$ cat src/rtl/pulse_pkg.sv
// pulse_pkg: shared state encoding and board constants for the pulse generator
package pulse_pkg;

    typedef enum logic [1:0] {
        IDLE = 2'd0,
        LOW  = 2'd1,
        HIGH = 2'd2,
        FIN  = 2'd3
    } state_e;

    // Shortest low the 8-bit input debouncer on the pulse-meter path accepts
    localparam int DEB_MIN_LOW = 256;
    localparam int SYS_CLK_HZ  = 1843200;

endpackage

$ cat src/rtl/pulse_timer.sv
// pulse_timer: loadable down-counter that stops at zero and flags it
module pulse_timer #(
    parameter int CNT_W = 16
) (
    input  logic             clk,
    input  logic             rst_n,
    input  logic             load,
    input  logic             en,
    input  logic [CNT_W-1:0] load_val,
    output logic             zero
);

    logic [CNT_W-1:0] cnt_q;

    // Load wins over counting; counting halts at zero so it never wraps
    always_ff @(posedge clk or negedge rst_n) begin
        if (!rst_n) begin
            cnt_q <= '0;
        end else if (load) begin
            cnt_q <= load_val;
        end else if (en && cnt_q != '0) begin
            cnt_q <= cnt_q - CNT_W'(1);
        end
    end

    assign zero = (cnt_q == '0);

endmodule

$ cat src/rtl/pulse_gen.sv
// pulse_gen: active-low pulse-train generator; define PULSEGEN_ABORT_EN to add the abort input
module pulse_gen
    import pulse_pkg::*;
#(
    parameter int CNT_W = 16,
    parameter int NUM_W = 8
) (
    input  logic             clk,
    input  logic             rst_n,
    input  logic             start,
`ifdef PULSEGEN_ABORT_EN
    input  logic             abort,
`endif
    input  logic [NUM_W-1:0] num,
    input  logic [CNT_W-1:0] low_cyc,
    input  logic [CNT_W-1:0] high_cyc,
    output logic             ready,
    output logic             busy,
    output logic             done,
    output logic             pout
);

    state_e           state_q;
    logic [NUM_W-1:0] rem_q;
    logic [CNT_W-1:0] low_q, high_q;
    logic [CNT_W-1:0] low_in, high_in, tmr_val;
    logic             ready_q, busy_q, done_q, pout_q, abort_q;
    logic             abort_w, accept, tmr_load, tmr_en, tmr_zero;

`ifdef PULSEGEN_ABORT_EN
    assign abort_w = abort;
`else
    assign abort_w = 1'b0;
`endif

    // Phase timer holds (width-1); it is reloaded on accept and at every phase end
    always_comb begin
        accept   = (state_q == IDLE) && start;
        low_in   = (low_cyc == '0) ? '0 : low_cyc - CNT_W'(1);
        high_in  = (high_cyc == '0) ? '0 : high_cyc - CNT_W'(1);
        tmr_en   = (state_q == LOW) || (state_q == HIGH);
        tmr_load = accept || (tmr_en && tmr_zero);
        tmr_val  = (state_q == IDLE) ? low_in : (state_q == LOW) ? high_q : low_q;
    end

    pulse_timer #(.CNT_W(CNT_W)) u_timer (
        .clk      (clk),
        .rst_n    (rst_n),
        .load     (tmr_load),
        .en       (tmr_en),
        .load_val (tmr_val),
        .zero     (tmr_zero)
    );

    // Sequencer with all outputs registered so pout never sees an input combinationally
    always_ff @(posedge clk or negedge rst_n) begin
        if (!rst_n) begin
            state_q <= IDLE;
            rem_q   <= '0;
            low_q   <= '0;
            high_q  <= '0;
            abort_q <= 1'b0;
            pout_q  <= 1'b1;
            ready_q <= 1'b1;
            busy_q  <= 1'b0;
            done_q  <= 1'b0;
        end else begin
            case (state_q)
                IDLE: if (start) begin
                    low_q   <= low_in;
                    high_q  <= high_in;
                    rem_q   <= num;
                    abort_q <= 1'b0;
                    ready_q <= 1'b0;
                    if (num == '0) begin
                        state_q <= FIN;
                        done_q  <= 1'b1;
                    end else begin
                        state_q <= LOW;
                        pout_q  <= 1'b0;
                        busy_q  <= 1'b1;
                    end
                end
                LOW: begin
                    // An abort is remembered so the current low still completes in full
                    if (abort_w) abort_q <= 1'b1;
                    if (tmr_zero) begin
                        rem_q  <= rem_q - NUM_W'(1);
                        pout_q <= 1'b1;
                        if (abort_q || abort_w) begin
                            state_q <= FIN;
                            busy_q  <= 1'b0;
                            done_q  <= 1'b1;
                        end else begin
                            state_q <= HIGH;
                        end
                    end
                end
                HIGH: begin
                    if (abort_w || (tmr_zero && rem_q == '0)) begin
                        state_q <= FIN;
                        busy_q  <= 1'b0;
                        done_q  <= 1'b1;
                    end else if (tmr_zero) begin
                        state_q <= LOW;
                        pout_q  <= 1'b0;
                    end
                end
                FIN: begin
                    state_q <= IDLE;
                    done_q  <= 1'b0;
                    ready_q <= 1'b1;
                    abort_q <= 1'b0;
                end
            endcase
        end
    end

    assign ready = ready_q;
    assign busy  = busy_q;
    assign done  = done_q;
    assign pout  = pout_q;

endmodule

$ cat config.mk
export PLATFORM = sky130hd
export DESIGN_NAME = pulse_gen
export DESIGN_NICKNAME = d
export VERILOG_FILES = /design/src/rtl/pulse_pkg.sv /design/src/rtl/pulse_timer.sv /design/src/rtl/pulse_gen.sv
export SDC_FILE = /design/constraint.sdc
export NUM_CORES = 1
export LEC_CHECK = 0
export CORE_MARGIN = 5
export CORE_UTILIZATION = 55
export DETAILED_ROUTE_END_ITERATION = 10
export GPL_TIMING_DRIVEN = 0
export PLACE_DENSITY_LB_ADDON = 0.08
export SLEW_MARGIN = 20
export SYNTH_ARGS = -nofsm -noshare
export SYNTH_HDL_FRONTEND = slang
export SYNTH_HIERARCHICAL = 1
export SYNTH_SLANG_ARGS = --single-unit
$ cat constraint.sdc
create_clock -name clk -period 5.35 [get_ports clk]
set_input_delay 0.8025 -clock clk [delete_from_list [all_inputs] [get_ports clk]]
set_output_delay 0.8025 -clock clk [all_outputs]
set_load 0.05 [all_outputs]
## After elaboration in Yosys (flattened, before gate mapping)

Index checks and enable logic that the tools add are counted.
W data, S select, Z words.

- Register bits: 63
- Bits in latches: 0
- Memory bits (writable): 0
- Bits in read-only memories: 0
- Input bits: 43
- Output and inout bits: 4
- Word-level logic and storage cells: 87
- Memories kept: 0

- $add $sub $neg: 4
- Multiply operators: 0
- Div/mod/pow operators: 0
- Magnitude comparators: 0
- Equality and inequality tests: 12
- Shift-type cells: 0
- Muxes and demuxes: 37
- Bitwise logic cells: 0
- Reductions and logical operators: 24

Operator list:

| operator | number |
|---|---|
| $mux W16 | 6 |
| $logic_not A16 Y1 | 3 |
| $sub A16 B1 Y16 const B | 3 |
| $mux W1 | 17 |
| $logic_not A8 Y1 | 2 |
| $mux W8 | 2 |
| $pmux W8 S2 | 1 |
| $reduce_bool A16 Y1 | 1 |
| $ne A2 B2 Y1 const B | 6 |
| $reduce_and A6 Y1 | 2 |
| $mux W2 | 5 |
| $pmux W2 S4 | 1 |
| $sub A8 B1 Y8 const B | 1 |
| $pmux W1 S3 | 2 |
| $reduce_and A3 Y1 | 2 |
| $reduce_bool A2 Y1 | 3 |
| $reduce_and A5 Y1 | 1 |
| $eq A2 B2 Y1 const B | 2 |
| $logic_and A1 B1 Y1 | 4 |
| $ne A2 B1 Y1 const B | 2 |
| $pmux W1 S2 | 2 |
| $pmux W1 S4 | 1 |
| $reduce_and A2 Y1 | 2 |
| $ne A3 B2 Y1 const B | 1 |
| other kinds (4) | 5 |

## Logic depth before layout (Yosys ltp)

Gate-level depths: netlist (run 1).

- Depth after elaboration: 5
- Mapped depth: 12
- Depth with buffers taken out: 11

## Cells and area by module

Netlist (run 1), hierarchy kept.

Modules (own cells, without submodules):

| module | times used | cells each | area an instance (um2) | sequential area each (um2) |
|---|---|---|---|---|
| pulse_gen | 1 | 343 | 2,962.8 | 1,153.6 |
| pulse_timer | 1 | 124 | 1,054.8 | 400.4 |

## Worst setup path after synthesis (run 1)

OpenSTA, ideal clock, no wires.

- Kind: register -> register
- Start point: register u_timer.cnt_q[7]
- End point: register u_timer.cnt_q[2]
- Library setup time: 133 ps
- Data arrival time: 2,537 ps
- Data required time: 5,217 ps
- Setup slack: 2,680 ps
- Cell stages (with the launch flop): 12
- Buffers on the path: 3
- Clock period less this slack: 2,670 ps
- Path through: dfrtp_1 or4_1 buf_2 nor4_1 and2_1 nand2_1 nand2_1 clkbuf_1 inv_1 clkbuf_1 a31oi_1 o41ai_1

- Longest elaborated chain between the ends: 4
- Elaborated cells between the ends (all ways): 7
- Classes of those cells: mux: 1; reduce/logical: 6

Ends and longest elaborated chain:

| what | line | source |
|---|---|---|
| start: declaration | pulse_timer.sv:13 | `logic [CNT_W-1:0] cnt_q;` |
| start signal: assignment | pulse_timer.sv:20 | `cnt_q <= load_val;` |
| start signal: assignment | pulse_timer.sv:22 | `cnt_q <= cnt_q - CNT_W'(1);` |
| $logic_not A16 Y1 (*) | pulse_timer.sv:26 | `assign zero = (cnt_q == '0);` |
| via tmr_zero | pulse_gen.sv:28 | `logic abort_w, accept, tmr_load, tmr_en, tmr_zero;` |
| $logic_and A1 B1 Y1 (*) | pulse_gen.sv:42 | `tmr_load = accept \|\| (tmr_en && tmr_zero);` |
| $logic_or A1 B1 Y1 (*) | pulse_gen.sv:42 |  |
| via tmr_load | pulse_gen.sv:28 |  |
| $mux W16 / $reduce_bool A2 Y1 (equally long branches) | - |  |

Mark *: on every way through the listed nets, which the timed path passes. The rest lies on a longest branch.
A chain may end at the register's enable or synchronous reset.

## Worst setup path after layout (run 1)

Ends and elaborated chain as after synthesis.

==> qor.csv, run 1 <==
stage,metric,value,unit
floorplanning,die width,95.5,microns
grt,met1 GRT Util,31.4,%
logic_synthesis,Post-synth ARST share,100,%
setup_path,WP data required,5560,ps
sta,final-report max-slew violation count,0,
route,vias per cell,6.02,
layout,Multi-input gate area,2310,sq um
route,DR DRC count,0,
sta,Highest Clock Rate,0.288,GHz
sta,RSZ-0062 raised after global routing,false,
setup_path,CP max FO,10,
clock_tree,clock slew at reported path FFs,70,ps
logic_synthesis,Synth Area in Compound Gates,19.4,%
grt,met2 Usage GRT,40.5,%
logic_synthesis,Cells after Synth,467,
min_path,worst hold path type,input port to async pin,
place,DPL Wire Length,7820,microns
route,via count,3784,
layout,antenna diode count,0,
power,Max IR drop VDD,0.138,mV
layout,Layout Cells excl Fill,629,
place,Port Buffers,46,
logic_synthesis,Syn Nets,519,
sta,Slew HR,50.9,%
sta,Fin. Hold Viols,0,
job,number of max-cap violations,0,
clock_tree,root buffer cell,clkbuf_8,
grt,GRT Util Overall,24.0,%
clock_tree,Post-CTS Setup Bufs,0,
floorplanning,Starting Density,56.0,%
route,Initial DRC Count,205,
grt,grt met3 use,3.87,%
logic_synthesis,adder-cell area share of the yosys netlist,2.80,%
layout,"Core Util, Final",67.7,%
sta,worst hold margin,320,ps
logic_synthesis,sequential-to-total area share from yosys stat,38.7,%
floorplanning,DIE AREA,9110,sq um
grt,vias in the first global route,3619,
power,cell area power density,213,nW/um^2
setup_path,crit path kind,register to register,
setup_path,slowest CP cell,nor4_1,
grt,GRT overflow,0,
layout,fin nets,577,
logic_synthesis,syn_area_per_cell,8.60,sq um
grt,global route hottest layer,met2,
sta,Final setup viols,0,
layout,fillers,575,
sta,Worst Max-Slew Pin Slew,730,ps
clock_tree,CTS Hold Bufs,0,
setup_path,Worst R2R Start,u_timer/cnt_q[7],
clock_tree,clk_lat worst skew,330,ps
status,status,"finished, final reports clean",
logic_synthesis,post-synthesis xor/xnor area fraction,5.01,%
logic_synthesis,Synth area leaders,"dfrtp_1, nand2_1, o21ai_0",
sta,Fin Clk Skew,10.4,ps
clock_tree,htree depth,3,
logic_synthesis,Post-synth EDFFs,0,
sta,Final Cycle Share,64.8,%
grt,largest net degree at the start of global routing,50,
floorplanning,FP Rows,31,
grt,first-pass GRT wire length,17200,microns
setup_path,CP peak stage delay,560,ps
grt,initial antenna violation count,0,
power,Leak,0.00181,uW
logic_synthesis,Seq cells post-synth,62,
layout,layout cell share with drive strength beyond 1,8.11,%
logic_synthesis,Post-Syn Area,4020,sq um
layout,"Area growth, synth to finish",21.0,%
route,first drt pass iteration count,6,
logic_synthesis,post-synthesis simple-gate area fraction,26.3,%
logic_synthesis,post-synth top area share,37.4,%
logic_synthesis,"Top FF cell, synth",dfrtp_1,
route,Routed Antenna Nets,0,
clock_tree,CTS tree,done,
logic_synthesis,mux share of post-synthesis cell area,4.02,%
clock_tree,Resized cells post-CTS,0,
setup_path,CP cell instances,"or4_1, buf_2, nor4_1, and2_1, nand2_1, nand2_1, clkbuf_1, inv_1, clkbuf_1, a31oi_1, o41ai_1",
place,routability cong.,0.906,
layout,Storage cell area,1550,sq um
logic_synthesis,Ys Warns,6,
setup_path,crit end category,register,
floorplanning,IO Pins,47,
route,Post-Route WL,10200,microns
place,placed insts,613,
clock_tree,CTS buffer count,9,
floorplanning,CORE AREA,7180,sq um
setup_path,crit path DAT,3670,ps
setup_path,CP startpoint kind,register,
floorplanning,Die Y,95.5,microns
logic_synthesis,largest family of logic cells by synthesized area,simple AND/OR/NAND/NOR gates,
clock_tree,Longest Clk Path Bufs,2,
logic_synthesis,"Distinct cells, synth",58,
sta,minimum clock period,3470,ps
sta,setup TNS,0,ps
clock_tree,number of clock sinks,62,
route,WL/cell,16.3,microns
setup_path,Critical Path Source,u_timer/cnt_q[7],
logic_synthesis,post-synth top area cell,dfrtp_1,
## cell usage in the layout, fill, tap and decap left out, drive strengths merged, types with 4 or more instances in the layout
| master | synthesis | layout |
|---|---|---|
| or3 | 10 | 10 |
| xor2 | 7 | 7 |
| a31oi | 9 | 9 |
| nand3 | 11 | 11 |
| a21oi | 19 | 19 |
| nor4 | 16 | 16 |
| nor3 | 16 | 16 |
| nor2b | 13 | 13 |
| nand2 | 62 | 62 |
| clkdlybuf4s50 | 0 | 45 |
| o41ai | 4 | 4 |
| a211oi | 13 | 13 |
| nor2 | 33 | 33 |
| mux2i | 15 | 15 |
| o31ai | 5 | 5 |
| clkbuf | 16 | 29 |
| dfrtp | 60 | 60 |
| o22ai | 13 | 13 |
| buf | 7 | 9 |
| inv | 16 | 16 |
| or2 | 4 | 4 |
| ha | 9 | 9 |
| xnor2 | 16 | 16 |
| or4 | 10 | 10 |
| o21ai | 44 | 44 |
| nand2b | 5 | 5 |
## final cells by class
| class | instances | area share (%) |
|---|---|---|
| repair buffers | 47 | 9.99 |
| clock inverters | 3 | 1.34 |
| plain buffers | 23 | 1.96 |
| multi-input cells | 366 | 47.5 |
| flip-flops and latches | 62 | 32.0 |
| inverters | 16 | 1.24 |
| clock buffers | 13 | 3.47 |
| well taps | 99 | 2.55 |
## kinds of logic after synthesis
kind of cell    Yosys count
buf+inv                  39
compound gates          124
fa+ha+maj                 9
mux                      16
flops                    62
simple gates            194
xor+xnor                 23
## path summary, 6_finish.rpt
check | depth (start not counted) | slack [ps] | to
max | 11 | 1880 | u_timer/cnt_q[2]
min | 1 | 320 | u_timer/cnt_q[15]
max reg2reg | 11 | 1880 | u_timer/cnt_q[2]
min reg2reg | 2 | 480 | low_q[9]
max in group asynchronous | 2 | 4470 | pout
min in group clk | 2 | 480 | low_q[9]
## metrics by stage
step / cell area [sq um] / setup WS [ps] / total power [uW]
final: 4860 / 1880 / 1040
after global routing: 4860 / 1680 / 1070
after CTS: 4860 / 1920 / 1040
after detailed placement: 4630 / 1930 / 561
after global placement: 4600 / 1430 / 558
after floorplan: 4020 / 2680 / 501
## cell usage after synthesis, types with 3 or more instances
| library cell | instances |
|---|---|
| a31oi_1 | 9 |
| nand2b_1 | 5 |
| xor2_1 | 7 |
| nand2_1 | 61 |
| buf_2 | 7 |
| o41ai_1 | 4 |
| nand3_1 | 11 |
| nor3_1 | 14 |
| o22ai_1 | 13 |
| clkbuf_1 | 16 |
| o31ai_1 | 5 |
| a211oi_1 | 11 |
| o21a_1 | 3 |
| dfrtp_1 | 60 |
| o211ai_1 | 3 |
| and2_1 | 3 |
| xnor2_1 | 16 |
| or3_1 | 10 |
| or4_1 | 9 |
| nor2_1 | 33 |
| nor2b_1 | 13 |
| or2_2 | 3 |
| a21oi_1 | 19 |
| o21ai_0 | 43 |
| nor4_1 | 12 |
| mux2i_1 | 15 |
| inv_1 | 16 |
| ha_1 | 9 |
## worst max-delay path: cells and delay by family, from the launching register on
family | cells | cell delay [ps]
AO/OA/AOI/OAI | 2 | 320
AND/OR/NAND/NOR | 5 | 1650
flip-flops | 1 | 440
buffers and inverters | 4 | 920
## routing by layer
metal  up-vias  routed length (microns)
li1       1834                        -
met1      1798                     4550
met2       131                     4940
met3        21                      526
met4         0                      216
met5         -                        0
## state kept, by name, indices dropped and copies added, names as in the netlist
| signal | cells |
|---|---|
| pout | 1 |
| busy | 1 |
| state_q | 2 |
| done | 1 |
| ready | 1 |
| rem_q | 8 |
| u_timer/cnt_q | 16 |
| low_q | 16 |
| high_q | 16 |
## power breakdown
part           internal (uW)  switching (uW)  total [uW]
Clock                    300             183         483
Sequential               469           0.526         470
Combinational           42.7            40.0        82.8
Power figures use the tool's default switching activity.
==> run 2, diff against run 1 <==
--- a/config.mk
+++ b/config.mk
@@ -6,7 +6,7 @@
 export NUM_CORES = 1
 export LEC_CHECK = 0
 export CORE_MARGIN = 5
-export CORE_UTILIZATION = 55
+export CORE_UTILIZATION = 51
 export DETAILED_ROUTE_END_ITERATION = 10
 export GPL_TIMING_DRIVEN = 0
 export PLACE_DENSITY_LB_ADDON = 0.08
==> constraint.sdc (replaced) <==
create_clock -name clk -period 3.16 [get_ports clk]
set_input_delay 0.474 -clock clk [delete_from_list [all_inputs] [get_ports clk]]
set_output_delay 0.474 -clock clk [all_outputs]
set_load 0.05 [all_outputs]
==> run 2 against run 1 <==
Effect of this change:
- sequential share of layout area is 0.058 points higher
- clock power grew 61%
- global-route usage is 1.3 points lower
- critical path type unchanged
- largest cell class unchanged
- largest power group is now sequential cells
==> qor.csv, run 2 (same netlist as run 1, synthesis figures left out) <==
stage,metric,value,unit
status,status,"finished, final reports clean",
grt,largest net degree at the start of global routing,44,
sta,Final Cycle Share,92.2,%
setup_path,WP data required,3350,ps
setup_path,Critical Path Source,u_timer/cnt_q[7],
setup_path,worst r2r dst,u_timer/cnt_q[7],
floorplanning,DIE AREA,9750,sq um
grt,grt met3 use,3.89,%
route,first drt pass iteration count,5,
floorplanning,die width,98.8,microns
layout,layout cell share with drive strength beyond 1,8.32,%
setup_path,Worst Setup EP,u_timer/cnt_q[7],
clock_tree,Post-CTS Setup Bufs,0,
setup_path,Worst Reg-to-Reg Cells,10,
layout,fin nets,576,
grt,met2 Usage GRT,34.2,%
place,routability cong.,0.866,
sta,worst hold margin,4.62,ps
layout,"Area growth, synth to finish",20.8,%
sta,Fin Clk Skew,7.23,ps
clock_tree,htree depth,3,
clock_tree,number of clock sinks,62,
route,Post-Route WL,10600,microns
min_path,worst hold path type,input port to async pin,
sta,RSZ-0062 raised after global routing,false,
layout,most frequent cells in the layout,"nand2_1, dfrtp_1, clkdlybuf4s50_1, o21ai_0, nor2_1",
floorplanning,Die Y,98.8,microns
sta,Highest Clock Rate,0.343,GHz
layout,biggest regs,"high_q x16, low_q x16, u_timer/cnt_q x16",
place,DPL Wire Length,8050,microns
layout,Layout Cells excl Fill,631,
route,vias per cell,5.97,
route,Initial DRC Count,171,
sta,Worst Max-Slew Pin Slew,629,ps
grt,initial antenna violation count,0,
clock_tree,clk_lat worst skew,340,ps
setup_path,CP max FO,12,
power,Max IR drop VDD,0.215,mV
setup_path,CP startpoint kind,register,
layout,"Core Util, Final",63.1,%
floorplanning,CORE AREA,7690,sq um
sta,Slew HR,57.7,%
place,Port Buffers,46,
setup_path,crit end category,register,
sta,final-report max-slew violation count,0,
clock_tree,CTS Hold Bufs,0,
sta,Fin. Hold Viols,0,
clock_tree,CTS buffer count,9,
power,cell area power density,353,nW/um^2
setup_path,R2R setup slack,240,ps
power,Leak,0.00181,uW
route,Routed Antenna Nets,0,
floorplanning,FP Rows,32,
grt,met1 GRT Util,31.9,%
job,number of max-cap violations,0,
sta,minimum clock period,2920,ps
route,DR DRC count,0,
power,total chip power,1710,uW
place,placed insts,616,
grt,GRT overflow,0,
grt,vias in the first global route,3608,
clock_tree,CTS tree,done,
setup_path,Worst R2R Start,u_timer/cnt_q[7],
grt,GRT Util Overall,22.8,%
clock_tree,root buffer cell,clkbuf_8,
floorplanning,IO Pins,47,
grt,first-pass GRT wire length,17800,microns
grt,global route hottest layer,met2,
sta,Final setup viols,0,
layout,antenna diode count,0,
route,WL/cell,16.8,microns
setup_path,crit path kind,register to register,
clock_tree,clock slew at reported path FFs,70,ps
route,via count,3765,
floorplanning,Starting Density,52.3,%
clock_tree,Longest Clk Path Bufs,2,
setup_path,crit path DAT,3100,ps
-- run 2: per-layer routing --
layer  part of all wire, %  routed length (microns)
met2                    46                     4890
met4                   3.2                      341
met1                    46                     4860
met5                     0                        0
met3                   4.8                      508
-- run 2: what timing repair did --
item                                    CTS  global route
cloned                                    0             0
endpoints found under the setup margin   16            17
resized for setup                         1             2
-- run 2: worst min path at each step --
stage	cells past startpoint	endpoint	from	slack [ps]
3_5_place_dp	1	rem_q[1]	rst_n	380
6_report	1	rem_q[1]	rst_n	5
2_1_floorplan	0	busy	rst_n	180
4_1_cts	1	rem_q[2]	rst_n	3
5_1_grt	1	rem_q[1]	rst_n	9
3_3_place_gp	2	low_q[13]	low_q[13]	450
-- run 2: final cells by class --
class                      count  area [sq um]
buffer                        22          91.3
clock buffer                  12           145
clock inverter                 4          70.1
fill                         683          2840
inverter                      16          60.1
multi-input combinational    366          2330
sequential                    62          1550
tap                          102           128
timing repair buffer          47           478
-- run 2: worst max-delay path, stage by stage, from the launching register on --
cell      delay [ps]
dfrtp_1          440
or4_1            530
buf_2            190
nor4_4           240
and2_1           350
nand2_1          100
nand2_2          220
inv_1            110
clkbuf_1         270
o211ai_1         160
o311ai_0         160
-- run 2: report_power, final --
group	switching, uW	total, uW	internal [uW]
Clock	315	779	464
Combinational	69.8	141	71.1
Sequential	0.857	795	794
-- run 2: metrics by stage --
stage          setup slack [ps]  instance area (sq um)  TNS, ps
6_report                    245                   4850        0
5_1_grt                    9.68                   4850        0
4_1_cts                     135                   4840        0
3_5_place_dp               -230                   4620    -2250
3_3_place_gp               -436                   4610   -27140
2_1_floorplan               490                   4020        0
